--- config.mk ---
export PLATFORM = sky130hd
export DESIGN_NAME = cnt_seq_ctrl_flat
export DESIGN_NICKNAME = d
export VERILOG_FILES = /design/src/rtl/cnt_pkg.sv /design/src/rtl/cnt_seq_ctrl_if.sv /design/src/rtl/cnt_seq_ctrl.sv /design/src/flat_wrapper.sv
export SDC_FILE = /design/constraint.sdc
export NUM_CORES = 1
export LEC_CHECK = 0
export CAP_MARGIN = 10
export CORE_MARGIN = 1
export CORE_UTILIZATION = 40
export DETAILED_ROUTE_END_ITERATION = 12
export GPL_ROUTABILITY_DRIVEN = 1
export PLACE_DENSITY = 0.73
export SLEW_MARGIN = 15
export SYNTH_ARGS = -nofsm -noshare
export SYNTH_HDL_FRONTEND = slang
export SYNTH_SLANG_ARGS = --single-unit
export TNS_END_PERCENT = 30
--- constraint.sdc ---
create_clock -name CP -period 2.45 [get_ports CP]
set_clock_uncertainty 0.15 [all_clocks]
set_input_delay 0.735 -clock CP [delete_from_list [all_inputs] [get_ports CP]]
set_output_delay 0.735 -clock CP [all_outputs]
set_load 0.01 [all_outputs]
--- src/rtl/cnt_pkg.sv ---
// Shared types and helpers for the counter sequencer.
// Latency: n/a (declarations only).
// Backpressure: n/a.
package cnt_pkg;

    // Width of the downstream synchronous counter
    localparam int CNT_W = 4;

    // Sequencer states
    typedef enum logic [1:0] {
        IDLE = 2'd0,
        LOAD = 2'd1,
        RUN  = 2'd2,
        FIN  = 2'd3
    } state_t;

    // Load value that makes the counter hit terminal count after d clocks
    // (two's-complement negate; d == 0 encodes a full 16-clock period).
    function automatic logic [CNT_W-1:0] neg4(input logic [CNT_W-1:0] d);
        return {CNT_W{1'b0}} - d;
    endfunction

endpackage

--- src/rtl/cnt_seq_ctrl_if.sv ---
// Request handshake plus counter control/status bundle for cnt_seq_ctrl.
// Latency: n/a (wiring only).
// Backpressure: REQ_READY from the sequencer gates REQ_VALID acceptance.
interface cnt_seq_ctrl_if
    import cnt_pkg::*;
#(
    parameter int REP_W = 8,
    parameter int DIV_W = CNT_W
);
    logic             REQ_VALID;
    logic             REQ_READY;
    logic [DIV_W-1:0] REQ_DIV;
    logic [REP_W-1:0] REQ_REPS;
    logic             PAUSE;
    logic             TC;
    logic [DIV_W-1:0] P;
    logic             PE_N;
    logic             CEP;
    logic             CET;
    logic             TICK;
    logic             DONE;
    logic             BUSY;

    // Requester / counter side
    modport master (
        output REQ_VALID, REQ_DIV, REQ_REPS, PAUSE, TC,
        input  REQ_READY, P, PE_N, CEP, CET, TICK, DONE, BUSY
    );

    // Sequencer side
    modport slave (
        input  REQ_VALID, REQ_DIV, REQ_REPS, PAUSE, TC,
        output REQ_READY, P, PE_N, CEP, CET, TICK, DONE, BUSY
    );
endinterface

--- src/rtl/cnt_seq_ctrl.sv ---
// Drives a 4-bit load/count block to produce REQ_REPS periods of REQ_DIV clocks, ticking per period.
// Latency: accept -> LOAD next cycle; TICK combinational from TC; DONE one cycle after the last TICK.
// Backpressure: REQ_READY only in IDLE; requests seen while busy are ignored, not queued.
module cnt_seq_ctrl
    import cnt_pkg::*;
#(
    parameter int REP_W = 8,
    parameter int DIV_W = 4
) (
    input  logic                CP,
    input  logic                SR,
    cnt_seq_ctrl_if.slave       bus
);

    state_t           state_q, state_d;
    logic [DIV_W-1:0] div_q,   div_d;
    logic [REP_W-1:0] rem_q,   rem_d;

    // State and run registers; synchronous reset overrides any accept
    always_ff @(posedge CP) begin
        if (SR) begin
            state_q <= IDLE;
            div_q   <= '0;
            rem_q   <= '0;
        end else begin
            state_q <= state_d;
            div_q   <= div_d;
            rem_q   <= rem_d;
        end
    end

    // Next-state, repetition bookkeeping and counter control outputs
    always_comb begin
        state_d       = state_q;
        div_d         = div_q;
        rem_d         = rem_q;
        bus.REQ_READY = 1'b0;
        bus.P         = neg4(div_q);
        bus.PE_N      = 1'b1;
        bus.CEP       = 1'b0;
        bus.CET       = 1'b0;
        bus.TICK      = 1'b0;
        bus.DONE      = 1'b0;
        bus.BUSY      = 1'b0;

        case (state_q)
            IDLE: begin
                bus.REQ_READY = 1'b1;
                if (bus.REQ_VALID) begin
                    div_d   = bus.REQ_DIV;
                    rem_d   = bus.REQ_REPS;
                    // A zero-repetition run skips the counter entirely
                    state_d = (bus.REQ_REPS != '0) ? LOAD : FIN;
                end
            end

            LOAD: begin
                bus.BUSY = 1'b1;
                bus.PE_N = 1'b0;
                state_d  = RUN;
            end

            RUN: begin
                bus.BUSY = 1'b1;
                // PAUSE gates CET, which also masks TC, so no reload or tick while frozen
                bus.CEP  = ~bus.PAUSE;
                bus.CET  = ~bus.PAUSE;
                // Reload on the terminal cycle so consecutive periods have no gap
                bus.PE_N = ~bus.TC;
                bus.TICK = bus.TC;
                if (bus.TC && (rem_q != '0)) begin
                    rem_d = rem_q - 1'b1;
                    if (rem_q == REP_W'(1)) begin
                        state_d = FIN;
                    end
                end
            end

            FIN: begin
                bus.DONE = 1'b1;
                state_d  = IDLE;
            end

            default: begin
                state_d = IDLE;
            end
        endcase
    end

endmodule
--- src/flat_wrapper.sv ---
// flat-port wrapper written by rule: the top's interface ports become plain ports
module cnt_seq_ctrl_flat import cnt_pkg::*;
#(
    parameter int REP_W = 8,
    parameter int DIV_W = 4
)
  (CP, SR, bus_REQ_VALID, bus_REQ_DIV, bus_REQ_REPS, bus_PAUSE, bus_TC, bus_REQ_READY, bus_P, bus_PE_N, bus_CEP, bus_CET, bus_TICK, bus_DONE, bus_BUSY);
  cnt_seq_ctrl_if #(.REP_W(REP_W), .DIV_W(DIV_W)) bus_i ();
  input  logic CP;
  input  logic SR;
  input wire logic [$bits(bus_i.REQ_VALID)-1:0] bus_REQ_VALID;
  input wire logic [$bits(bus_i.REQ_DIV)-1:0] bus_REQ_DIV;
  input wire logic [$bits(bus_i.REQ_REPS)-1:0] bus_REQ_REPS;
  input wire logic [$bits(bus_i.PAUSE)-1:0] bus_PAUSE;
  input wire logic [$bits(bus_i.TC)-1:0] bus_TC;
  output wire logic [$bits(bus_i.REQ_READY)-1:0] bus_REQ_READY;
  output wire logic [$bits(bus_i.P)-1:0] bus_P;
  output wire logic [$bits(bus_i.PE_N)-1:0] bus_PE_N;
  output wire logic [$bits(bus_i.CEP)-1:0] bus_CEP;
  output wire logic [$bits(bus_i.CET)-1:0] bus_CET;
  output wire logic [$bits(bus_i.TICK)-1:0] bus_TICK;
  output wire logic [$bits(bus_i.DONE)-1:0] bus_DONE;
  output wire logic [$bits(bus_i.BUSY)-1:0] bus_BUSY;
  assign bus_i.REQ_VALID = bus_REQ_VALID;
  assign bus_i.REQ_DIV = bus_REQ_DIV;
  assign bus_i.REQ_REPS = bus_REQ_REPS;
  assign bus_i.PAUSE = bus_PAUSE;
  assign bus_i.TC = bus_TC;
  assign bus_REQ_READY = bus_i.REQ_READY;
  assign bus_P = bus_i.P;
  assign bus_PE_N = bus_i.PE_N;
  assign bus_CEP = bus_i.CEP;
  assign bus_CET = bus_i.CET;
  assign bus_TICK = bus_i.TICK;
  assign bus_DONE = bus_i.DONE;
  assign bus_BUSY = bus_i.BUSY;
  cnt_seq_ctrl #(.REP_W(REP_W), .DIV_W(DIV_W)) u_core (.CP(CP), .SR(SR), .bus(bus_i));
endmodule
# Word-level counts from Yosys, hierarchy flattened
# Cells that the tools add are included.
classes:
  bitwise: 2
  n_mux: 14
  addsub: 2
  reduce_logical: 9
  n_eq_ne: 7
ops:
  columns: ["operator", "n"]
  rows:
  - ["8-bit 2-to-1 mux", 2]
  - ["8-bit one-hot mux with 2 select lines", 1]
  - ["8-bit nonzero test", 2]
  - ["8-bit by 1-bit equality test with 1-bit output, second input constant", 1]
  - ["2-bit 2-to-1 mux", 4]
  - ["2-bit one-hot mux with 4 select lines", 1]
  - ["8-bit by 1-bit subtractor with 8-bit output, second input constant", 1]
  - ["3-bit AND reduction", 2]
  - ["1-bit 2-to-1 mux", 5]
  - ["2-bit equality test, second input constant", 2]
  - ["2-bit by 1-bit != test with 1-bit output, second input constant", 2]
  - ["1-bit by 4-bit subtractor with 4-bit output, first input constant", 1]
  - ["2-bit by 1-bit equality test with 1-bit output, second input constant", 1]
  - ["2-bit logical NOT", 1]
  - ["2-bit != test, second input constant", 1]
  - ["1-bit inverter", 2]
  - ["1-bit one-hot mux with 2 select lines", 1]
  - ["2-bit AND reduction", 1]
  - ["2-bit nonzero test", 1]
  - ["2-bit OR reduction", 1]
  - ["1-bit logical AND", 1]
totals:
  regBits: 14
  elab_cells: 37
  input_bits: 17
  output_inout_bits: 11

# Logic depth before layout (Yosys ltp)
depth:
  depth_word: 4
  depth_mapped: 8

# Least setup slack after synthesis
# Ideal clock, no wire load.
synth_path:
  path_kind: "register -> output"
  start: "reg u_core.state_q[0]"
  end: "out bus_CET"
  slack_ps: 251
  path_stages_with_launch: 7
  required_time_ps: 1565
  arrival_ps: 1314
  path_cell_list: "dfxtp_1 > inv_1 > ha_1 > buf_2 > clkinv_1 > nor2_1 > buf_4"
synth_via:
  elab_chain_len: 2
synth_lines:
  columns: ["item", "line", "source"]
  rows:
  - ["start: declaration", "cnt_seq_ctrl.sv:15", "state_t state_q, state_d;"]
  - ["start signal: assignment", "cnt_seq_ctrl.sv:26", "state_q <= state_d;"]
  - ["2-bit equality test", null, null]
  - ["1-bit 2-to-1 mux", null, null]
  - ["end: declaration", "flat_wrapper.sv:20", "output wire logic [$bits(bus_i.CET)-1:0] bus_CET;"]
# No other way between the ends.

# Worst setup path in the final report
layout_path:
  start: "reg u_core.div_q[1]"
  end: "out bus_P[1]"
layout_via:
  elab_chain_len: 1
layout_lines:
  columns: ["item", "line", "source"]
  rows:
  - ["start: declaration", "cnt_seq_ctrl.sv:16", "logic [DIV_W-1:0] div_q, div_d;"]
  - ["start signal: assignment", "cnt_seq_ctrl.sv:27", "div_q <= div_d;"]
  - ["1-bit by 4-bit subtractor with 4-bit output", "cnt_pkg.sv:20", "return {CNT_W{1'b0}} - d;"]
  - ["end: declaration", "flat_wrapper.sv:17", "output wire logic [$bits(bus_i.P)-1:0] bus_P;"]
# No other way between the ends.

==> run summary <==
DETAILED ROUTING
-----------------------------------------------------------------------------------------
Remaining design rule violation count                                                   0
Vias after detailed routing                                                          1075
Overall routed net length                                                        2.640 mm
Average wire per standard cell                                                   13.75 um
Count of TritonRoute iterations in the first routing pass                               4
Count of antenna-violating nets left after detailed routing                             0
Vias/cell                                                                           5.599
Detailed Route Iter0 Violations                                                        26

FLOORPLANNING
-----------------------------------------------------------------------------------------
Full die area                                                                   2804 um^2
Placeable core region                                                           2455 um^2
Initial Util                                                                       42.30%
Die outline height                                                               52.96 um
I/O pin count                                                                          28
Count of standard-cell rows                                                            18
DIE WIDTH                                                                        52.96 um

FINAL LAYOUT
-----------------------------------------------------------------------------------------
N_diodes                                                                                0
Number of cells in the finished layout apart from fillers                             192
Filler Cell Count                                                                     223
Area delta synth->final                                                            39.64%
Fraction of layout instances using a drive strength above 1                        25.31%
Final-stage net count                                                                 189

POWER AND IR DROP
-----------------------------------------------------------------------------------------
Sw frac                                                                            45.73%
Switching power total                                                            923.3 uW
Power, Total                                                                     2.019 mW
Share of power burned in combinational logic                                        71.3%
Clock network fraction of design power                                               8.5%
Worst IR Drop VDD                                                                706.5 uV
Static power due to leakage                                                     0.5792 nW
Int Power                                                                        1.096 mW
Power per standard cell area                                                 1392 nW/um^2
Sequential power share                                                              20.2%

SETUP PATH
-----------------------------------------------------------------------------------------
Critical Path Source Type                                                            flop
CP max stage delay                                                                0.53 ns
Type of destination of the critical path                                      output port
Crit path DAT                                                                     1.51 ns
Critical path class                                                               reg2out
Crit path required time                                                           1.56 ns
Peak fanout along the critical path                                                     3
Worst-path cell with the longest stage delay                                 sky130_fd_sc_hd__clkdlybuf4s50_1
Reg-to-reg setup timing slack                                                     0.18 ns
Cell-by-cell trace of the critical path                                      inv_1 > ha_1 > clkdlybuf4s50_1

LOGIC SYNTHESIS
-----------------------------------------------------------------------------------------
Cell type with the largest total area after synthesis                        sky130_fd_sc_hd__dfxtp_1
Top-area cell type share of the netlist area                                       26.99%
Count of warnings emitted by yosys                                                      0
XOR/XNOR Fraction of Synth Area                                                    1.687%
Number of flops mapped to enable cells by yosys                                         0
Primary FF master, synth                                                     sky130_fd_sc_hd__dfxtp_1
Share of synthesized area occupied by flip-flops and latches                       26.99%
Distinct cell type count of the synthesized netlist                                    36
Average cell area after synthesis                                              8.308 um^2
Number of nets produced by synthesis                                                  151
Complex-gate fraction of the synthesized area                                      25.30%
Syn Inst Count                                                                        125
Adder and majority cell fraction of the synthesized area                           10.84%
Top-count cell post-synth                                                    sky130_fd_sc_hd__dfxtp_1
Top post-synthesis cells by count                                            14 x sky130_fd_sc_hd__dfxtp_1, 13 x sky130_fd_sc_hd__a21oi_1, 9 x sky130_fd_sc_hd__ha_1
Main combinational cell family by area after synthesis                       simple AND/OR/NAND/NOR gates
Multiplexer share of the synthesized area                                         0.9639%
Number of flip-flops and latches in the synthesized netlist                            14
Largest cells by area after synthesis                                        sky130_fd_sc_hd__dfxtp_1 27%, sky130_fd_sc_hd__ha_1 11%, sky130_fd_sc_hd__a21oi_1 6.3%
Cell Area, Synth                                                                1038 um^2
Simple-gate share of the synthesized area                                          26.75%
Proportion of register bits with asynchronous set or reset after synthesis             0%

PLACED DESIGN
-----------------------------------------------------------------------------------------
Half-perimeter wire length of the detailed placement result                      2.020 mm
Total placed cells including tap cells                                                188
Port Buf Inserts                                                                       27
Placer congestion estimate                                                         0.7694
Place WS                                                                       -0.5497 ns

CLOCK NETWORK
-----------------------------------------------------------------------------------------
TritonCTS clock tree                                                                  yes
Clock insertion delay at the later pin of the skew report                         0.28 ns
Clock slew at the register clock pins of the worst setup and hold paths           0.09 ns
Level count of the clock H-tree                                                         1
Clk sink count                                                                         14
Maximum count of clock buffers along a single path                                      2
Post-CTS Setup Inserts                                                                  0
Root cell of the clock tree                                                  sky130_fd_sc_hd__clkbuf_4
Number of gates given a new drive strength after cts                                   13
Clock buffer count from CTS                                                             3
Quantity of hold-fixing buffers added after cts                                         0

STA
-----------------------------------------------------------------------------------------
Final clock period utilization by the worst path                                   97.71%
Max-slew violations                                                                     0
Final Hold Slack                                                                0.3374 ns
Number of endpoints with negative hold slack in the final report                        0
Final critical path time including I/O delays and setup                          2.394 ns
# setup viols final                                                                     0
Fin worst setup slack                                                          0.05611 ns
Transition time at the pin with the least slew margin                           0.4914 ns
Worst max-slew margin expressed relative to the limit                              67.17%
Highest achievable clock rate                                                   417.7 MHz

GRT
-----------------------------------------------------------------------------------------
Initial antenna violation count                                                         0
Pin count of the biggest net entering global routing                                   18
Aggregate global routing overflow                                                       0
Vias in the first global route                                                        967
Tot GR Track Use                                                                   19.25%
First-pass GRT wire length                                                       4.015 mm

HOLD PATH
-----------------------------------------------------------------------------------------
Worst Hold Class                                                                  reg2reg

JOB
-----------------------------------------------------------------------------------------
# Max-Cap Violations                                                                    0

STATUS
-----------------------------------------------------------------------------------------
Run status                                                                   finished, final reports clean

[per-stage QoR]
step	setup TNS, ns	util (%)	cell area [um^2]
6_report	0	59.07	1450
5_1_grt	-0.008194	59.07	1450
4_1_cts	0	58.31	1431
3_5_place_dp	-2.271	57.03	1400
3_3_place_gp	-1.619	57.03	1400
2_1_floorplan	0	-	1039
[power by group through the flow]
stage,registers [mW],logic [mW],clock network [mW]
3_3_place_gp,0.398,1.40,0
5_1_grt,0.421,1.57,0.187
6_report,0.408,1.44,0.173
4_1_cts,0.402,1.43,0.173
2_1_floorplan,0.384,0.958,0
3_5_place_dp,0.406,1.45,0
[metal layers]
layer / track usage (%) / wire length [um]
met1: 22.03 / 1089
met2: 36.92 / 1384
met3: 3.161 / 149
met4: 3.509 / 17
met5: 0 / 0
[final timing paths]
path / depth (start not counted) / start / to
max reg2reg: 8 / u_core.state_q[0] / u_core.rem_q[3]
min reg2reg: 2 / u_core.div_q[3] / u_core.div_q[3]
min: 2 / u_core.div_q[3] / u_core.div_q[3]
max: 3 / u_core.div_q[1] / bus_P[1]
[placed cells by master, fill, tap and decap left out, drive strengths merged, types with 2 or more instances in the layout]
cell and count:
nor2 7, buf 14, nor2b 6, inv 8, nand3 4, clkdlybuf4s15 3
ha 9, o21ai 3, clkbuf 4, nand2 8, a21oi 18, a31oi 4
dlygate4sd2 2, nor3 3, or4 2, dlymetal6s2s 3, clkdlybuf4s50 18, nor4 3
dfxtp 14, or3 7, o31ai 7, xnor2 2
[critical path, delay by kind of cell (launching register included)]
family                   cells  cell delay, ns
buffers and inverters        2            0.59
flip-flops                   1            0.37
adder cells (fa/ha/maj)      1            0.27
[flip-flops by register name, summed over array words and instances (netlist names)]
signal,count
u_core.state_q,2
u_core.div_q,4
u_core.rem_q,8
[area by class of cell]
type	instances	area, um^2	area share, %
clock buffers	4	36.28	2.502
well taps	30	37.54	2.588
inverters	9	33.78	2.330
multi-input cells	95	690.7	47.63
flip-flops and latches	14	282.8	19.50
repair buffers	40	369.1	25.45
[logic make-up (layout without fill, tap and decap cells)]
| kind of cell | count (synthesis) | count (layout) |
|---|---|---|
| AND/OR/NAND/NOR | 46 | 46 |
| AO/OA/AOI/OAI | 37 | 37 |
| buffers and inverters | 16 | 53 |
| flip-flops | 14 | 14 |
| adder cells (fa/ha/maj) | 9 | 9 |
| XOR/XNOR | 2 | 2 |
| multiplexers | 1 | 1 |
No activity file was read; power rests on OpenSTA's default activity.
